### src/rtl/mux_arb_pkg.sv
// Shared definitions for the round-robin 8:1 mux arbiter: requester count,
// select width, FSM encoding and the combinational round-robin search.
package mux_arb_pkg;

  localparam int N_REQ = 8;
  localparam int SEL_W = 3;

  typedef enum logic {
    ST_IDLE  = 1'b0,
    ST_GRANT = 1'b1
  } arb_state_e;

  // Result of one round-robin search: winner index plus whether any request was seen.
  typedef struct packed {
    logic             found;
    logic [SEL_W-1:0] idx;
  } rr_pick_t;

  // Search order is ptr, ptr+1, ... ptr+7 (mod 8); the first set request wins.
  // Walking the offsets from highest to lowest lets the smallest offset
  // overwrite the result last, so it has the highest priority.
  function automatic rr_pick_t rr_search(input logic [N_REQ-1:0] req,
                                         input logic [SEL_W-1:0] ptr);
    rr_pick_t         res;
    logic [SEL_W-1:0] cand;
    res = '0;
    for (int i = N_REQ - 1; i >= 0; i--) begin
      // Index arithmetic is SEL_W bits wide, so ptr+7 wraps naturally.
      cand = ptr + SEL_W'(i);
      if (req[cand]) begin
        res.found = 1'b1;
        res.idx   = cand;
      end
    end
    return res;
  endfunction

endpackage

### src/rtl/mux8x1.sv
// Plain 8:1 single-bit multiplexer on the shared output path.
module mux8x1 (
  input  logic [7:0] i_data,
  input  logic [2:0] i_sel,
  output logic       o_data
);

  assign o_data = i_data[i_sel];

endmodule

### src/rtl/rr_mux8_arbiter.sv
// Round-robin arbiter sharing one 8:1 single-bit mux among eight requesters.
// One requester holds the path for at most MAX_HOLD consecutive cycles; on
// release the next winner is granted at the following edge with no bubble.
module rr_mux8_arbiter
  import mux_arb_pkg::*;
#(
  parameter int MAX_HOLD = 4,  // legal range 1..16
  parameter int CNT_W    = 4   // 2**CNT_W >= MAX_HOLD
) (
  input  logic             clk,
  input  logic             rst,
  input  logic [N_REQ-1:0] req,
  input  logic [N_REQ-1:0] in,
  output logic [N_REQ-1:0] gnt,
  output logic [SEL_W-1:0] sel,
  output logic             valid,
  output logic             out
);

  localparam logic [CNT_W-1:0] CNT_LAST = CNT_W'(MAX_HOLD - 1);

  arb_state_e       r_state;
  logic [SEL_W-1:0] r_ptr;
  logic [CNT_W-1:0] r_cnt;
  logic [SEL_W-1:0] r_sel;
  logic [N_REQ-1:0] r_gnt;

  arb_state_e       w_state_nxt;
  logic [SEL_W-1:0] w_ptr_nxt;
  logic [CNT_W-1:0] w_cnt_nxt;
  logic [SEL_W-1:0] w_sel_nxt;
  logic [N_REQ-1:0] w_gnt_nxt;

  logic             w_release;
  logic [SEL_W-1:0] w_search_ptr;
  rr_pick_t         w_pick;
  logic             w_mux_raw;

  // A tenure ends when its owner drops the request or the hold limit is reached.
  always_comb begin
    w_release    = (r_state == ST_GRANT) && (!req[r_sel] || (r_cnt == CNT_LAST));
    // On release the search already starts past the releasing requester,
    // so it ranks lowest and is only re-granted if nobody else is asking.
    w_search_ptr = w_release ? (r_sel + SEL_W'(1)) : r_ptr;
    w_pick       = rr_search(req, w_search_ptr);
  end

  // Next-state logic: arbitration, tenure counting and pointer advance.
  always_comb begin
    // NOTE: every output of this block gets a default first, so no path can
    // leave one unassigned and infer a latch.
    w_state_nxt = r_state;
    w_ptr_nxt   = r_ptr;
    w_cnt_nxt   = r_cnt;
    w_sel_nxt   = r_sel;
    w_gnt_nxt   = r_gnt;

    case (r_state)
      ST_IDLE: begin
        if (w_pick.found) begin
          w_state_nxt = ST_GRANT;
          w_sel_nxt   = w_pick.idx;
          w_gnt_nxt   = N_REQ'(1) << w_pick.idx;
          w_cnt_nxt   = '0;
        end
      end

      ST_GRANT: begin
        if (w_release) begin
          w_ptr_nxt = w_search_ptr;
          if (w_pick.found) begin
            w_sel_nxt = w_pick.idx;
            w_gnt_nxt = N_REQ'(1) << w_pick.idx;
            w_cnt_nxt = '0;
          end else begin
            // sel keeps its last value while idle; out is masked by valid.
            w_state_nxt = ST_IDLE;
            w_gnt_nxt   = '0;
            w_cnt_nxt   = '0;
          end
        end else begin
          w_cnt_nxt = r_cnt + CNT_W'(1);
        end
      end

      default: begin
        w_state_nxt = ST_IDLE;
        w_gnt_nxt   = '0;
      end
    endcase
  end

  // State register with synchronous, highest-priority reset.
  always_ff @(posedge clk) begin
    // NOTE: reset is sampled only on the clock edge, so it sits inside the
    // clocked branch rather than in the sensitivity list.
    if (rst) begin
      r_state <= ST_IDLE;
      r_ptr   <= '0;
      r_cnt   <= '0;
      r_sel   <= '0;
      r_gnt   <= '0;
    end else begin
      // NOTE: non-blocking assignments so every register updates from the
      // values present before the edge, independent of statement order.
      r_state <= w_state_nxt;
      r_ptr   <= w_ptr_nxt;
      r_cnt   <= w_cnt_nxt;
      r_sel   <= w_sel_nxt;
      r_gnt   <= w_gnt_nxt;
    end
  end

  mux8x1 u_mux (
    .i_data (in),
    .i_sel  (r_sel),
    .o_data (w_mux_raw)
  );

  assign gnt   = r_gnt;
  assign sel   = r_sel;
  assign valid = (r_state == ST_GRANT);
  assign out   = w_mux_raw & valid;

endmodule

### config.mk
export PLATFORM = sky130hd
export DESIGN_NAME = rr_mux8_arbiter
export DESIGN_NICKNAME = d
export VERILOG_FILES = /design/src/rtl/mux_arb_pkg.sv /design/src/rtl/mux8x1.sv /design/src/rtl/rr_mux8_arbiter.sv
export SDC_FILE = /design/constraint.sdc
export NUM_CORES = 1
export LEC_CHECK = 0
export CAP_MARGIN = 20
export CORE_UTILIZATION = 45
export CTS_CLUSTER_DIAMETER = 150
export CTS_CLUSTER_SIZE = 25
export DETAILED_ROUTE_END_ITERATION = 6
export DONT_BUFFER_PORTS = 1
export GPL_TIMING_DRIVEN = 0
export PLACE_DENSITY_LB_ADDON = 0.15
export SLEW_MARGIN = 20
export SYNTH_ARGS = -nofsm -noshare
export SYNTH_HDL_FRONTEND = slang
export SYNTH_SLANG_ARGS = --single-unit
### constraint.sdc
create_clock -name clk -period 4.1 [get_ports clk]
set_clock_uncertainty 0.05 [all_clocks]
set_input_delay 0.205 -clock clk [delete_from_list [all_inputs] [get_ports clk]]
set_output_delay 0.205 -clock clk [all_outputs]
set_load 0.05 [all_outputs]
== Word level (Yosys, flattened, before mapping) ==
Cells that the tools add are included.
Word-level totals
  register bits after elaboration: 19
  output and inout port bits: 13
  word-level logic and storage cells: 76
Cells by class
  add/subtract/negate cells: 9
  reductions and logical operators: 5
  shifts and indexed selects: 1
  equality and inequality tests: 3
  muxes and demuxes: 42
  magnitude comparators: 9
  bitwise logic cells: 2
Operators with widths (number)
  two-way mux 4 bit: 10
  less-than comparator 3 x 4 -> 1 bit (second input constant): 9
  binary-select mux 1 bit (select 3 bit): 10
  two-way mux 8 bit: 3
  one-hot mux 8 bit (2 select lines): 1
  adder 3 bit (second input constant): 4
  two-way mux 1 bit: 12
  two-way mux 3 bit: 3
  one-hot mux 4 bit (2 select lines): 1
  << shifter 1 x 3 -> 8 bit (first input constant): 1
  adder 3 x 1 -> 3 bit (second input constant): 2
  adder 3 x 2 -> 3 bit (second input constant): 2
  one-hot mux 3 bit (2 select lines): 1
  adder 4 x 1 -> 4 bit (second input constant): 1
  equality test 4 x 2 -> 1 bit (second input constant): 1
  AND reduction 2 bit: 2
  != test 2 x 1 -> 1 bit (second input constant): 1
  != test 2 bit (second input constant): 1
  one-hot mux 1 bit (2 select lines): 1
  AND 1 bit: 1
  logical AND 1 bit: 1
  zero test 1 bit: 1
  logical OR 1 bit: 1
  NOT 1 bit: 1

== Longest topological paths before layout ==
  depth in word-level cells: 21
  mapped depth: 16

== Hierarchy ==
From an unflattened synthesis, not the netlist that was laid out.
Unflattened totals
  cells, all modules: 320
  area, all modules: 2482.4 um^2
Modules (own cells, without submodules)
  rr_mux8_arbiter: sequential area each 380.4 um^2, times used 1, cells an instance 317, area each 2418.6 um^2
  mux8x1: sequential area each 0.0 um^2, times used 1, cells an instance 3, area each 63.8 um^2

== Least setup slack after synthesis ==
Ideal clock, no wire load.
  path kind: reg2reg
  from: reg r_sel[2], in the netlist sel[2]
  to: reg r_gnt[0], in the netlist gnt[0]
  cell stages (with the launch flop): 15
  arrival time: 4235 ps
  library setup time: 101 ps
  period minus slack after synthesis: 4386 ps
  path slack: -286 ps
  data required time: 3949 ps
  cells stage by stage: dfxtp_1 buf_2 nor2b_4 a32o_2 o41ai_4 mux2i_4 buf_2 ha_1 clkbuf_1 nand2_1 mux2_2 o21a_1 a31o_2 a211o_1 o41ai_1
Between the ends
  cells in the longest elaborated chain, start to end: 21
  elaborated cells between the ends (all ways): 46
Ends and longest elaborated chain
  from (decl): RTL line rr_mux8_arbiter.sv:25  | logic [SEL_W-1:0] r_sel;
  from (signal assigned): RTL line rr_mux8_arbiter.sv:109  | r_sel <= w_sel_nxt;
  binary-select mux 1 bit (select 3 bit): RTL line rr_mux8_arbiter.sv:41  | w_release = (r_state == ST_GRANT) && (!req[r_sel] || (r_cnt == CNT_LAST));
  two-way mux 1 bit (implied by the code): RTL line rr_mux8_arbiter.sv:41
  zero test 1 bit: RTL line rr_mux8_arbiter.sv:41
  logical OR 1 bit: RTL line rr_mux8_arbiter.sv:41
  logical AND 1 bit: RTL line rr_mux8_arbiter.sv:41
  two-way mux 3 bit: RTL line rr_mux8_arbiter.sv:44  | w_search_ptr = w_release ? (r_sel + SEL_W'(1)) : r_ptr;
  adder 3 bit: RTL line mux_arb_pkg.sv:29  | cand = ptr + SEL_W'(i);
  binary-select mux 1 bit (select 3 bit): RTL line mux_arb_pkg.sv:30  | if (req[cand]) begin
  two-way mux 1 bit (implied by the code): RTL line mux_arb_pkg.sv:30
  two-way mux 4 bit (8 in series): RTL line mux_arb_pkg.sv:30
  << shifter 1 x 3 -> 8 bit: RTL line rr_mux8_arbiter.sv:63, rr_mux8_arbiter.sv:73
  two-way mux 8 bit: RTL line rr_mux8_arbiter.sv:71  | if (w_pick.found) begin
  two-way mux 8 bit: RTL line rr_mux8_arbiter.sv:69  | if (w_release) begin
  one-hot mux 8 bit (2 select lines): RTL line rr_mux8_arbiter.sv:58  | case (r_state)
  to (signal assigned): RTL line rr_mux8_arbiter.sv:110  | r_gnt <= w_gnt_nxt;
  to (decl): RTL line rr_mux8_arbiter.sv:26  | logic [N_REQ-1:0] r_gnt;
Parallel ways exist; a longest one is shown, timed or not. The select of a mux whose other input is x is not followed.
A chain may end at the register's enable or synchronous reset.

== Worst setup path after layout ==
  from: reg r_sel[0], in the netlist sel[0]
  to: reg r_gnt[2], in the netlist gnt[2]
Same word-level chain as after synthesis.

==> impl_metrics.tcl <==
set metrics [dict create \
    grt_setup_unrepaired "yes" \
    hold_viol_final 0 \
    slowest_delay_ps 440 \
    avgViaCountPerCell 6.92 \
    slowest_stage "o41ai_4" \
    hold_slack_ps 254 \
    path_class "flop to flop" \
    row_count 27 \
    setup_viol 2 \
    grt.overflow.total 0 \
    nFillCells 509 \
    initial_core_util_pct 47.1 \
    final_layout_size_suffix_gt1_share_pct 32.8 \
    grt_max_degree 20 \
    clk_latency_ps 260 \
    grt_pass1_wl_um 13100 \
    post-place-ws_ps -737 \
    final_util_pct 58.9 \
    via_count 2950 \
    arrival_ps 4220 \
    multiInputGateArea_sq_um 2360 \
    avgSynthCellArea_sq_um 8.06 \
    cp_max_fo 10 \
    violations "setup timing" \
    yosysSeqAreaShare_pct 14.5 \
    cts_hold_buf 0 \
    synthCells 326 \
    chipWidth_um 78.4 \
    place.port_buffers 0 \
    fmax_ghz 0.243 \
    cts_inserted_buffers 3 \
    clockBufferDepth 2 \
    slew_headroom_pct 33.3 \
    grt_use_total_pct 26.5 \
    outcome "finished with violations" \
    die_area_sq_um 6150 \
    gp_congestion 0.874 \
    cp.required_ps 4220 \
    dp_hpwl_um 5790 \
    seq_area_sq_um 393 \
    crit_start "sel[0]$_SDFFE_PP0P_" \
    clk_pin_slew_ps 70 \
    yosysUniqueCellTypes 82 \
    netlist_area_sq_um 2630 \
    cts_max_level 1 \
    antenna_left 0 \
    path_delay_family "compound AO/OA/AOI/OAI gates" \
    cap_violations 0 \
    synthesis.nets 348 \
    diodes 0 \
    synthArstFlopShare_pct 0 \
    tritoncts "done" \
    r2r-start "sel[0]$_SDFFE_PP0P_" \
    worst_slack_ps -9.47 \
    fin_crit_sh_pct 100 \
    grt_pass1_vias 2542 \
    fin_nets 377 \
    path_cells "clkbuf_16 -> nand2b_4 -> a32o_2 -> o41ai_4 -> mux2i_4 -> buf_6 -> ha_4 -> buf_8 -> nor3_2 -> a21oi_1 -> o311ai_0 -> o211a_1 -> o21ai_1 -> o41ai_2" \
    synth_edf_count 0 \
    drt-total-wl_um 8520 \
    crit_buf_inv 3 \
    min_from "rst" \
    coreArea_sq_um 5570 \
    post_drt_wl_per_cell_um 20.0 \
    drt_pass1_iterations 5 \
    antenna_found_initial 0 \
    first_iter_violations 335 \
    die_y_um 78.4 \
    hp-class "input port to flop" \
    fin_tns_setup_ps -12.0 \
    period_needed_ps 4110 \
    endpoint_kind "flop" \
    ys_ff_latch 19 \
    tightest_slew_ps 998 \
    cts_root_buf "clkbuf_8" \
    yosys_warnings 0 \
    start_kind "flop" \
    synth_ff_type "dfxtp_1" \
    drc 0 \
    area_growth_pct 24.9 \
    io_pins 31 \
    drv_slew 0 \
    cts_sinks 19 \
]
## placed cells by master, fill, tap and decap left out, types with 4 or more instances in the layout
master	synthesis	layout
a211oi_1	15	12
a21oi_1	14	14
a22o_1	5	5
a31o_2	5	4
a31oi_1	10	10
and2_1	6	6
and3_1	4	4
buf_2	11	7
buf_4	0	25
buf_6	2	4
clkbuf_1	8	8
dfxtp_1	19	15
inv_1	7	4
mux2i_1	17	16
nand2_1	24	22
nand3_1	19	18
nand3b_1	10	10
nor2_1	19	17
nor2b_1	8	8
nor3_2	0	4
o211ai_1	5	5
o21a_1	7	6
o21ai_0	6	4
o21ai_1	3	4
o41ai_2	0	7
## metal layers
| layer | track usage (%) | share of wire, % | vias to the layer above |
|---|---|---|---|
| li1 | - | - | 1359 |
| met1 | 36.2 | 43 | 1418 |
| met2 | 44.3 | 48 | 148 |
| met3 | 2.33 | 6.7 | 25 |
| met4 | 7.04 | 1.7 | 0 |
| met5 | 0 | 0 | - |
## path summary, 6_finish.rpt
| kind | end | depth (start not counted) | slack [ps] |
|---|---|---|---|
| worst max-delay path | gnt[2]$_SDFFE_PP0P_ | 14 | -9 |
| worst min-delay path | gnt[6]$_SDFFE_PP0P_ | 3 | 250 |
| worst max register to register | gnt[2]$_SDFFE_PP0P_ | 14 | -9 |
| worst min register to register | r_cnt[3]$_SDFFE_PP0P_ | 2 | 480 |
## flip-flops by register name, summed over array words and instances, names as in the netlist
| name | cells |
|---|---|
| gnt | 8 |
| r_cnt | 4 |
| r_ptr | 3 |
| sel | 3 |
| valid | 1 |
## cell usage after synthesis, drive strengths merged, types with 6 or more instances
library cell	instances	share of area [%]
nand2	25	3.9
nand3	20	4.3
dfxtp	19	14
nor2	19	2.7
mux2i	18	7.3
a211oi	16	4.8
buf	15	3.2
a21oi	14	2.7
a31oi	10	2.4
nand3b	10	2.9
o21ai	10	2.3
o41ai	10	4.8
clkbuf	9	1.3
nor2b	9	2.4
inv	8	1.1
nor3	8	2.0
o21a	7	2.0
and2	6	1.4
## what timing repair did
| action | CTS | global route |
|---|---|---|
| gates cloned | 0 | 1 |
| buffers inserted | 10 | 14 |
| setup endpoints to repair | 16 | 11 |
| pin swaps | 8 | 13 |
| resized for setup | 29 | 38 |
## worst register-to-register path, cell delays in order, from the launching register on
cell	delay, ps
dfxtp_4	430
clkbuf_16	180
nand2b_4	130
a32o_2	310
o41ai_4	440
mux2i_4	430
buf_6	170
ha_4	220
buf_8	150
nor3_2	230
a21oi_1	90
o311ai_0	390
o211a_1	280
o21ai_1	200
o41ai_2	320
## area by class of cell
| cell class | count | area share [%] |
|---|---|---|
| Sequential cell | 19 | 12.0 |
| Inverter | 8 | 1.07 |
| Buffer | 23 | 4.65 |
| Clock buffer | 4 | 1.37 |
| Tap cell | 72 | 2.75 |
| Multi-Input combinational cell | 275 | 71.9 |
| Timing Repair Buffer | 25 | 6.25 |
## per-stage QoR
step,instance area [sq um],std cells
3_5_place_dp,2730,398
5_1_grt,3280,426
2_1_floorplan,2640,326
3_3_place_gp,2730,398
6_report,3280,426
4_1_cts,2970,411
## kinds of logic after synthesis
logic type | after synthesis | synth area share (%)
AOI/OAI and AO/OA | 121 | 38.2
xor gates and xnor gates | 4 | 1.33
adders and majority gates | 4 | 1.91
buffers and inverters | 32 | 5.72
DFF | 19 | 14.5
muxes | 25 | 11.3
and+or+nand+nor | 121 | 27.1
Power is left out: the tool's default activity adds up to more than one toggle a clock period on the data nets, which glitch-free logic cannot reach.
